$ cat src/rtl/pit_intr_ctrl.sv
// Interrupt controller downstream of the PIT: edge-latched pending bits, per-source
// enables, a master enable and one registered level interrupt, on an IPIF-style slave bus.
module pit_intr_ctrl #(
   parameter int C_NUM_IRQ    = 4,
   parameter int C_SLV_DWIDTH = 32,
   parameter int C_NUM_REG    = 4
) (
   input  logic                      Bus2IP_Clk,
   input  logic                      Bus2IP_Resetn,
   input  logic [C_NUM_IRQ-1:0]      Intr_In,
   input  logic [C_SLV_DWIDTH-1:0]   Bus2IP_Data,
   input  logic [C_SLV_DWIDTH/8-1:0] Bus2IP_BE,
   input  logic [C_NUM_REG-1:0]      Bus2IP_RdCE,
   input  logic [C_NUM_REG-1:0]      Bus2IP_WrCE,
   output logic [C_SLV_DWIDTH-1:0]   IP2Bus_Data,
   output logic                      IP2Bus_RdAck,
   output logic                      IP2Bus_WrAck,
   output logic                      IP2Bus_Error,
   output logic                      Irq
);

   // CE vectors are MSB-first: the top bit selects reg0.
   localparam int SEL_ISR = C_NUM_REG - 1;
   localparam int SEL_IER = C_NUM_REG - 2;
   localparam int SEL_IAR = C_NUM_REG - 3;
   localparam int SEL_MER = C_NUM_REG - 4;

   function automatic logic [C_SLV_DWIDTH-1:0] lane_mask(input logic [C_SLV_DWIDTH/8-1:0] be);
      logic [C_SLV_DWIDTH-1:0] m;
      m = {C_SLV_DWIDTH{1'b0}};
      for (int b = 0; b < C_SLV_DWIDTH/8; b++) begin
         m[b*8 +: 8] = {8{be[b]}};
      end
      return m;
   endfunction

   logic [C_NUM_IRQ-1:0]    isr_r;
   logic [C_NUM_IRQ-1:0]    ier_r;
   logic [C_NUM_IRQ-1:0]    intr_d_r;
   logic                    mer_r;
   logic                    irq_r;

   logic [C_SLV_DWIDTH-1:0] lane_s;
   logic [C_SLV_DWIDTH-1:0] set_bits_s;
   logic [C_SLV_DWIDTH-1:0] clr_bits_s;
   logic [C_NUM_IRQ-1:0]    rise_s;
   logic [C_NUM_IRQ-1:0]    iar_clr_s;
   logic [C_NUM_IRQ-1:0]    isr_wclr_s;
   logic [C_NUM_IRQ-1:0]    isr_next_s;
   logic [C_NUM_IRQ-1:0]    ier_next_s;
   logic [C_NUM_IRQ-1:0]    pend_s;
   logic                    mer_next_s;
   logic [C_SLV_DWIDTH-1:0] ivr_s;
   logic [C_SLV_DWIDTH-1:0] isr_ext_s;
   logic [C_SLV_DWIDTH-1:0] ier_ext_s;
   logic [C_SLV_DWIDTH-1:0] rd_data_s;
   logic                    unused_s;

   // Write decode and next-state of the software-visible registers.
   always_comb begin
      lane_s     = lane_mask(Bus2IP_BE);
      set_bits_s = Bus2IP_Data & lane_s;
      clr_bits_s = ~Bus2IP_Data & lane_s;
      rise_s     = Intr_In & ~intr_d_r;
      if (Bus2IP_WrCE[SEL_IAR]) begin
         iar_clr_s = set_bits_s[C_NUM_IRQ-1:0];
      end else begin
         iar_clr_s = {C_NUM_IRQ{1'b0}};
      end
      // Writing ISR can only clear: zero data bits in enabled lanes clear pending.
      if (Bus2IP_WrCE[SEL_ISR]) begin
         isr_wclr_s = clr_bits_s[C_NUM_IRQ-1:0];
      end else begin
         isr_wclr_s = {C_NUM_IRQ{1'b0}};
      end
      isr_next_s = (isr_r & ~iar_clr_s & ~isr_wclr_s) | rise_s;
      if (Bus2IP_WrCE[SEL_IER]) begin
         ier_next_s = (ier_r & ~lane_s[C_NUM_IRQ-1:0]) | set_bits_s[C_NUM_IRQ-1:0];
      end else begin
         ier_next_s = ier_r;
      end
      if (Bus2IP_WrCE[SEL_MER] && Bus2IP_BE[0]) begin
         mer_next_s = Bus2IP_Data[0];
      end else begin
         mer_next_s = mer_r;
      end
   end

   // Vector number: lowest enabled pending source, all ones when none or masked.
   always_comb begin
      pend_s = isr_r & ier_r;
      ivr_s  = {C_SLV_DWIDTH{1'b1}};
      for (int i = C_NUM_IRQ - 1; i >= 0; i--) begin
         ivr_s = pend_s[i] ? C_SLV_DWIDTH'(i) : ivr_s;
      end
      if (!mer_r) begin
         ivr_s = {C_SLV_DWIDTH{1'b1}};
      end else begin
         ivr_s = ivr_s;
      end
   end

   // Read mux of the selected register.
   always_comb begin
      isr_ext_s                 = {C_SLV_DWIDTH{1'b0}};
      isr_ext_s[C_NUM_IRQ-1:0]  = isr_r;
      ier_ext_s                 = {C_SLV_DWIDTH{1'b0}};
      ier_ext_s[C_NUM_IRQ-1:0]  = ier_r;
      case (Bus2IP_RdCE)
         4'b1000: rd_data_s = isr_ext_s;
         4'b0100: rd_data_s = ier_ext_s;
         4'b0010: rd_data_s = ivr_s;
         4'b0001: rd_data_s = {{(C_SLV_DWIDTH-1){1'b0}}, mer_r};
         default: rd_data_s = {C_SLV_DWIDTH{1'b0}};
      endcase
   end

   // Register state and the registered interrupt output.
   always_ff @(posedge Bus2IP_Clk or negedge Bus2IP_Resetn) begin
      if (!Bus2IP_Resetn) begin
         isr_r    <= {C_NUM_IRQ{1'b0}};
         ier_r    <= {C_NUM_IRQ{1'b0}};
         intr_d_r <= {C_NUM_IRQ{1'b0}};
         mer_r    <= 1'b0;
         irq_r    <= 1'b0;
      end else begin
         isr_r    <= isr_next_s;
         ier_r    <= ier_next_s;
         intr_d_r <= Intr_In;
         mer_r    <= mer_next_s;
         irq_r    <= mer_r & (|pend_s);
      end
   end

   assign unused_s     = ^{set_bits_s, clr_bits_s, lane_s};
   assign IP2Bus_Data  = rd_data_s;
   assign IP2Bus_RdAck = |Bus2IP_RdCE;
   assign IP2Bus_WrAck = |Bus2IP_WrCE;
   assign IP2Bus_Error = 1'b0;
   assign Irq          = irq_r;

endmodule

$ cat config.mk
export PLATFORM = sky130hd
export DESIGN_NAME = pit_intr_ctrl
export DESIGN_NICKNAME = d
export VERILOG_FILES = /design/src/rtl/pit_intr_ctrl.sv
export SDC_FILE = /design/constraint.sdc
export NUM_CORES = 1
export LEC_CHECK = 0
export CAP_MARGIN = 30
export CORE_ASPECT_RATIO = 2
export CORE_UTILIZATION = 31
export CTS_BUF_LIST = sky130_fd_sc_hd__clkbuf_8
export DETAILED_ROUTE_END_ITERATION = 6
export PLACE_DENSITY = 0.82
export SLEW_MARGIN = 10
export SYNTH_ARGS = -nofsm -noshare
export SYNTH_HDL_FRONTEND = slang
export SYNTH_SLANG_ARGS = --single-unit
$ cat constraint.sdc
create_clock -name Bus2IP_Clk -period 3.5 [get_ports Bus2IP_Clk]
set_input_delay 0.875 -clock Bus2IP_Clk [delete_from_list [all_inputs] [get_ports Bus2IP_Clk]]
set_output_delay 0.875 -clock Bus2IP_Clk [all_outputs]
set_load 0.05 [all_outputs]
; ---- Word-level counts from Yosys, hierarchy flattened
; Index checks and enable logic that the tools add are counted.
[op_classes]
mux = 8
n_bitwise = 15
eq_ne = 4
n_reduce_logical = 4
[op_table]
columns = operator, count
row1 = 32-bit two-way mux, 5
row2 = 32-bit case mux with 4 select lines, 1
row3 = 4-bit bitwise AND, 7
row4 = 4-bit inverter, 5
row5 = 4-bit OR reduction, 3
row6 = 4-bit two-way mux, 2
row7 = 4-bit bitwise OR, 2
row8 = "4-bit by 1-bit equality test with 1-bit output, second input constant", 1
row9 = "4-bit by 2-bit equality test with 1-bit output, second input constant", 1
row10 = "4-bit by 3-bit equality test with 1-bit output, second input constant", 1
row11 = "4-bit equality test, second input constant", 1
row12 = 1-bit bitwise AND, 1
row13 = 1-bit logical AND, 1
[word_totals]
ff_bits = 14
elab_cells = 36

; ---- Longest topological paths before layout
[depth]
ltp_word = 7
depth_mapped = 5
depth_no_buf = 4

; ---- Worst setup path after synthesis
; No wires, ideal clock.
[synth_timing]
path_kind = input to output
from = in Bus2IP_RdCE[0]
to = out IP2Bus_Data[10]
t_arrival_ns = 2.704
slack_ns = -0.079
path_stages = 4
required_ns = 2.625
cell_sequence = or4b_4 or2_4 inv_1 buf_4
[synth_between]
elab_chain_len = 2
elab_cells_between_ends = 5
classes_between = eq/ne (4) / mux (1)
[synth_rtl]
columns = item, line_no
row1 = start: declaration, 13  ; input logic [C_NUM_REG-1:0] Bus2IP_RdCE,
row2 = 4-bit by 1-bit equality test with 1-bit output (tied with other cells), 109  ; case (Bus2IP_RdCE)
row3 = 32-bit case mux with 4 select lines *, 109
row4 = end: declaration, 15  ; output logic [C_SLV_DWIDTH-1:0] IP2Bus_Data,
; Every way passes the cells marked *; elsewhere a longest branch is shown, timed or not.

; ---- Final worst setup path
[layout_timing]
from = in Bus2IP_RdCE[0]
to = out IP2Bus_Data[7]
; The elaborated chain is that of the path after synthesis.

==> impl_results.html <==
<table>
<tr><th>Metric</th><th>Value</th></tr>
<tr><th colspan="2">Floorplanning</th></tr>
<tr><td>Row cnt</td><td>27</td></tr>
<tr><td>Height of the die</td><td>78.8 µm</td></tr>
<tr><td>Number of top-level pins</td><td>86</td></tr>
<tr><td>Area of the die</td><td>3180 µm²</td></tr>
<tr><td>Die W</td><td>40.4 µm</td></tr>
<tr><td>Core area</td><td>2770 µm²</td></tr>
<tr><td>Starting density of the core</td><td>between 30% and 40%</td></tr>
<tr><th colspan="2">Synthesis</th></tr>
<tr><td>Post-synthesis mux area share</td><td>10.5%</td></tr>
<tr><td>Main combinational cell family by area after synthesis</td><td>buffers and inverters</td></tr>
<tr><td>Share of Yosys cell area claimed by the top area cell type</td><td>about two fifths</td></tr>
<tr><td>Number of warnings reported in the yosys synthesis log</td><td>0</td></tr>
<tr><td>Flop and latch count out of synthesis</td><td>14</td></tr>
<tr><td>Sequential-to-total area share from yosys stat</td><td>38.4%</td></tr>
<tr><td>Number of cells produced by synthesis</td><td>94</td></tr>
<tr><td>Post-Synth XOR/XNOR Area</td><td>0%</td></tr>
<tr><td>Distinct cells, synth</td><td>22</td></tr>
<tr><td>Post-synthesis share of cell area spent on full adders, half adders and majority gates</td><td>0%</td></tr>
<tr><td>Post-synthesis cell type with the largest combined area</td><td>sky130_fd_sc_hd__dfrtp_1</td></tr>
<tr><td>Post-Synthesis Cell Area</td><td>913 µm²</td></tr>
<tr><td>Dominant cells by area after synthesis</td><td>sky130_fd_sc_hd__dfrtp_1, sky130_fd_sc_hd__buf_4, sky130_fd_sc_hd__mux2_2</td></tr>
<tr><td>Basic-gate share of the synthesized area counting and, or, nand and nor cells</td><td>between 10 and 15%</td></tr>
<tr><td>Synth Area in Compound Gates</td><td>15.1%</td></tr>
<tr><td>Post-synth net total</td><td>144</td></tr>
<tr><td>Mean Syn Cell Area</td><td>between 9 and 10 µm²</td></tr>
<tr><th colspan="2">Global routing</th></tr>
<tr><td>Initial antenna violation count</td><td>0</td></tr>
<tr><td>Largest net degree at the start of global routing</td><td>16</td></tr>
<tr><td>Overflow left after global routing</td><td>0</td></tr>
<tr><td>Global-route wire length before repair</td><td>3390 µm</td></tr>
<tr><td>Global-route total usage across every layer</td><td>between 10% and 20%</td></tr>
<tr><td>Vias in the first global route</td><td>829</td></tr>
<tr><th colspan="2">Detailed routing</th></tr>
<tr><td>Total wire length</td><td>2290 µm</td></tr>
<tr><td>Number of nets with antenna violations after routing</td><td>0</td></tr>
<tr><td>Detailed router's first-iteration violation count</td><td>12</td></tr>
<tr><td>Wire length per cell</td><td>14.2 µm</td></tr>
<tr><td>Via total after detailed routing</td><td>817</td></tr>
<tr><td>Post-detailed-route DRC marker count</td><td>0</td></tr>
<tr><td>DR vias/cell</td><td>5.07</td></tr>
<tr><td>Count of TritonRoute iterations in the first routing pass</td><td>5</td></tr>
<tr><th colspan="2">STA</th></tr>
<tr><td>Remaining max-slew budget at the tightest pin</td><td>59.6%</td></tr>
<tr><td>Final Hold Vio Count</td><td>0</td></tr>
<tr><td>Setup clock skew after layout</td><td>0.00235 ns</td></tr>
<tr><td>Final setup violation count</td><td>0</td></tr>
<tr><td>Top achievable clock speed</td><td>304 MHz</td></tr>
<tr><td>Ratio of final minimum period to clock period</td><td>94.1%</td></tr>
<tr><td>Fin Setup TNS</td><td>0 ns</td></tr>
<tr><td>Worst Tran Pin Value</td><td>0.604 ns</td></tr>
<tr><td>Final critical-path required period</td><td>3.29 ns</td></tr>
<tr><td>RSZ-0062 raised after global routing</td><td>false</td></tr>
<tr><td>Final Max Tran Viols</td><td>0</td></tr>
<tr><th colspan="2">Cells and area</th></tr>
<tr><td>Most common cell after layout, fill and taps aside</td><td>sky130_fd_sc_hd__buf_12</td></tr>
<tr><td>Leading cell types in the layout, fill and taps excluded</td><td>sky130_fd_sc_hd__buf_12, sky130_fd_sc_hd__clkdlybuf4s50_1, sky130_fd_sc_hd__dfrtp_1</td></tr>
<tr><td>Diode count</td><td>0</td></tr>
<tr><td>Final-stage net count</td><td>184</td></tr>
<tr><td>Area Overhead vs Synth</td><td>94.0%</td></tr>
<tr><td>Final std cells w/o fill</td><td>between 150 and 200</td></tr>
<tr><td>Fraction of layout instances using a drive strength above 1</td><td>41.7%</td></tr>
<tr><th colspan="2">CTS</th></tr>
<tr><td>TritonCTS clock tree</td><td>yes</td></tr>
<tr><td>Clock transition at path regs</td><td>0.05 ns</td></tr>
<tr><td>Sinks on the clock net</td><td>14</td></tr>
<tr><td>Cts bufs inserted</td><td>3</td></tr>
<tr><td>Number of levels the H-tree was split into</td><td>1</td></tr>
<tr><td>Clock root buffer</td><td>sky130_fd_sc_hd__clkbuf_8</td></tr>
<tr><td>Later-pin clock latency in the skew report</td><td>0.25 ns</td></tr>
<tr><td>Quantity of hold-fixing buffers added after cts</td><td>0</td></tr>
<tr><td>Clk buf depth</td><td>2</td></tr>
<tr><th colspan="2">Worst setup path</th></tr>
<tr><td>Required @ worst endpoint</td><td>2.62 ns</td></tr>
<tr><td>Nature of the critical path startpoint</td><td>input port</td></tr>
<tr><td>Largest driver fanout on the critical path</td><td>7</td></tr>
<tr><td>Critical setup path kind</td><td>in2out</td></tr>
<tr><td>Worst path cell trace</td><td>dlygate4sd2_1 &gt; or4b_4 &gt; or2_4 &gt; clkinvlp_4 &gt; clkbuf_16 &gt; buf_12</td></tr>
<tr><td>Critical path capture point type</td><td>output port</td></tr>
<tr><td>Arrival @ worst endpoint</td><td>between 2 and 2.5 ns</td></tr>
<tr><td>CP max stage delay</td><td>0.48 ns</td></tr>
<tr><td>Cell with the largest stage delay on the worst path</td><td>sky130_fd_sc_hd__or4b_4</td></tr>
<tr><th colspan="2">Pwr</th></tr>
<tr><td>Total power per unit cell area</td><td>306 nW/µm²</td></tr>
<tr><td>Leakage Power</td><td>0.000773 µW</td></tr>
<tr><td>Peak VDD IR</td><td>306 µV</td></tr>
<tr><th colspan="2">Run status</th></tr>
<tr><td>Status</td><td>completed</td></tr>
<tr><th colspan="2">Placement</th></tr>
<tr><td>Buffers added on ports</td><td>53</td></tr>
<tr><td>DPL Wire Length</td><td>1940 µm</td></tr>
<tr><td>RePlAce Congestion</td><td>0.786</td></tr>
<tr><td>Cell total after placement</td><td>approximately 160</td></tr>
<tr><th colspan="2">Min path</th></tr>
<tr><td>Worst hold path type</td><td>reg2reg</td></tr>
<tr><th colspan="2">Run</th></tr>
<tr><td>Count of max-cap constraint violations</td><td>0</td></tr>
</table>
==> critical path, delay by kind of cell <==
family	cells	cell delay, ns
buffers and inverters	4	0.77
and+or+nand+nor	2	0.76
==> logic make-up (layout without fill, tap and decap cells) <==
kind of cell | after synthesis | in the layout
AO/OA/AOI/OAI | 21 | 21
buffers and inverters | 34 | 72
flip-flops | 14 | 14
multiplexers | 9 | 9
other | 1 | 1
AND/OR/NAND/NOR | 15 | 15
==> power breakdown <==
part           leakage (µW)  internal [µW]  switching, µW
registers          0.000163            181           16.3
clock network     0.0000216           76.2           54.6
logic              0.000589            104            110
==> final timing paths <==
| path | start | endpoint | slack [ns] | depth (start not counted) |
|---|---|---|---|---|
| max in group asynchronous | Bus2IP_Resetn | Irq$_DFF_PN0_ | 2.10 | 1 |
| min in group asynchronous | Bus2IP_Resetn | intr_d_r[2]$_DFF_PN0_ | 1.01 | 1 |
| min reg2reg | intr_d_r[2]$_DFF_PN0_ | isr_r[2]$_DFF_PN0_ | 0.42 | 1 |
| min | intr_d_r[2]$_DFF_PN0_ | isr_r[2]$_DFF_PN0_ | 0.42 | 1 |
| max | Bus2IP_RdCE[0] | IP2Bus_Data[7] | 0.21 | 6 |
| max reg2reg | register | Irq$_DFF_PN0_ | 2.54 | 2 |
==> layer usage <==
metal | track usage (%) | vias up | share of wire (%)
li1 | - | 374 | -
met1 | 11.8 | 371 | 28
met2 | 28.7 | 65 | 60
met3 | 2.23 | 7 | 8.2
met4 | 11.0 | 0 | 3.5
met5 | 0 | - | 0
==> Yosys cell counts (all sizes together) <==
| library cell | instances |
|---|---|
| buf | 28 |
| dfrtp | 14 |
| o21ai | 9 |
| inv | 6 |
| a22oi | 5 |
| mux2 | 5 |
| nand2 | 5 |
| mux2i | 4 |
| nor2b | 3 |
| o31ai | 2 |
| or4 | 2 |
| a211o | 1 |
| a21boi | 1 |
| a21oi | 1 |
| a32o | 1 |
| conb | 1 |
| nand3b | 1 |
| nor2 | 1 |
| nor4 | 1 |
| o32ai | 1 |
| or2 | 1 |
| or4b | 1 |
==> what timing repair did <==
action / in CTS / in global routing
endpoints found under the setup margin: 28 / 28
pin swaps: 1 / 2
buffers inserted: 0 / 1
cloned: 0 / 2
resized for setup: 1 / 3
==> stage by stage <==
step	total power [µW]	hold WS, ns	cell area (µm²)	utilization (%)	setup slack (ns)
floorplan	310	0.400	917	-	0.243
global placement	404	0.402	1670	60.2	0.00220
detailed placement	412	0.418	1670	60.2	-0.0425
CTS	544	0.425	1710	61.6	0.00634
global route	565	0.432	1770	64.0	0.164
finish	543	0.420	1770	64.0	0.207
==> layout make-up <==
class / count / area, µm²
Inverter: 6 / 26.3
Sequential cell: 14 / 350
Multi-Input combinational cell: 46 / 330
Tap cell: 29 / 36.3
Timing Repair Buffer: 63 / 987
Fill cell: 208 / 998
Clock buffer: 3 / 41.3
Power figures use the tool's default switching activity.
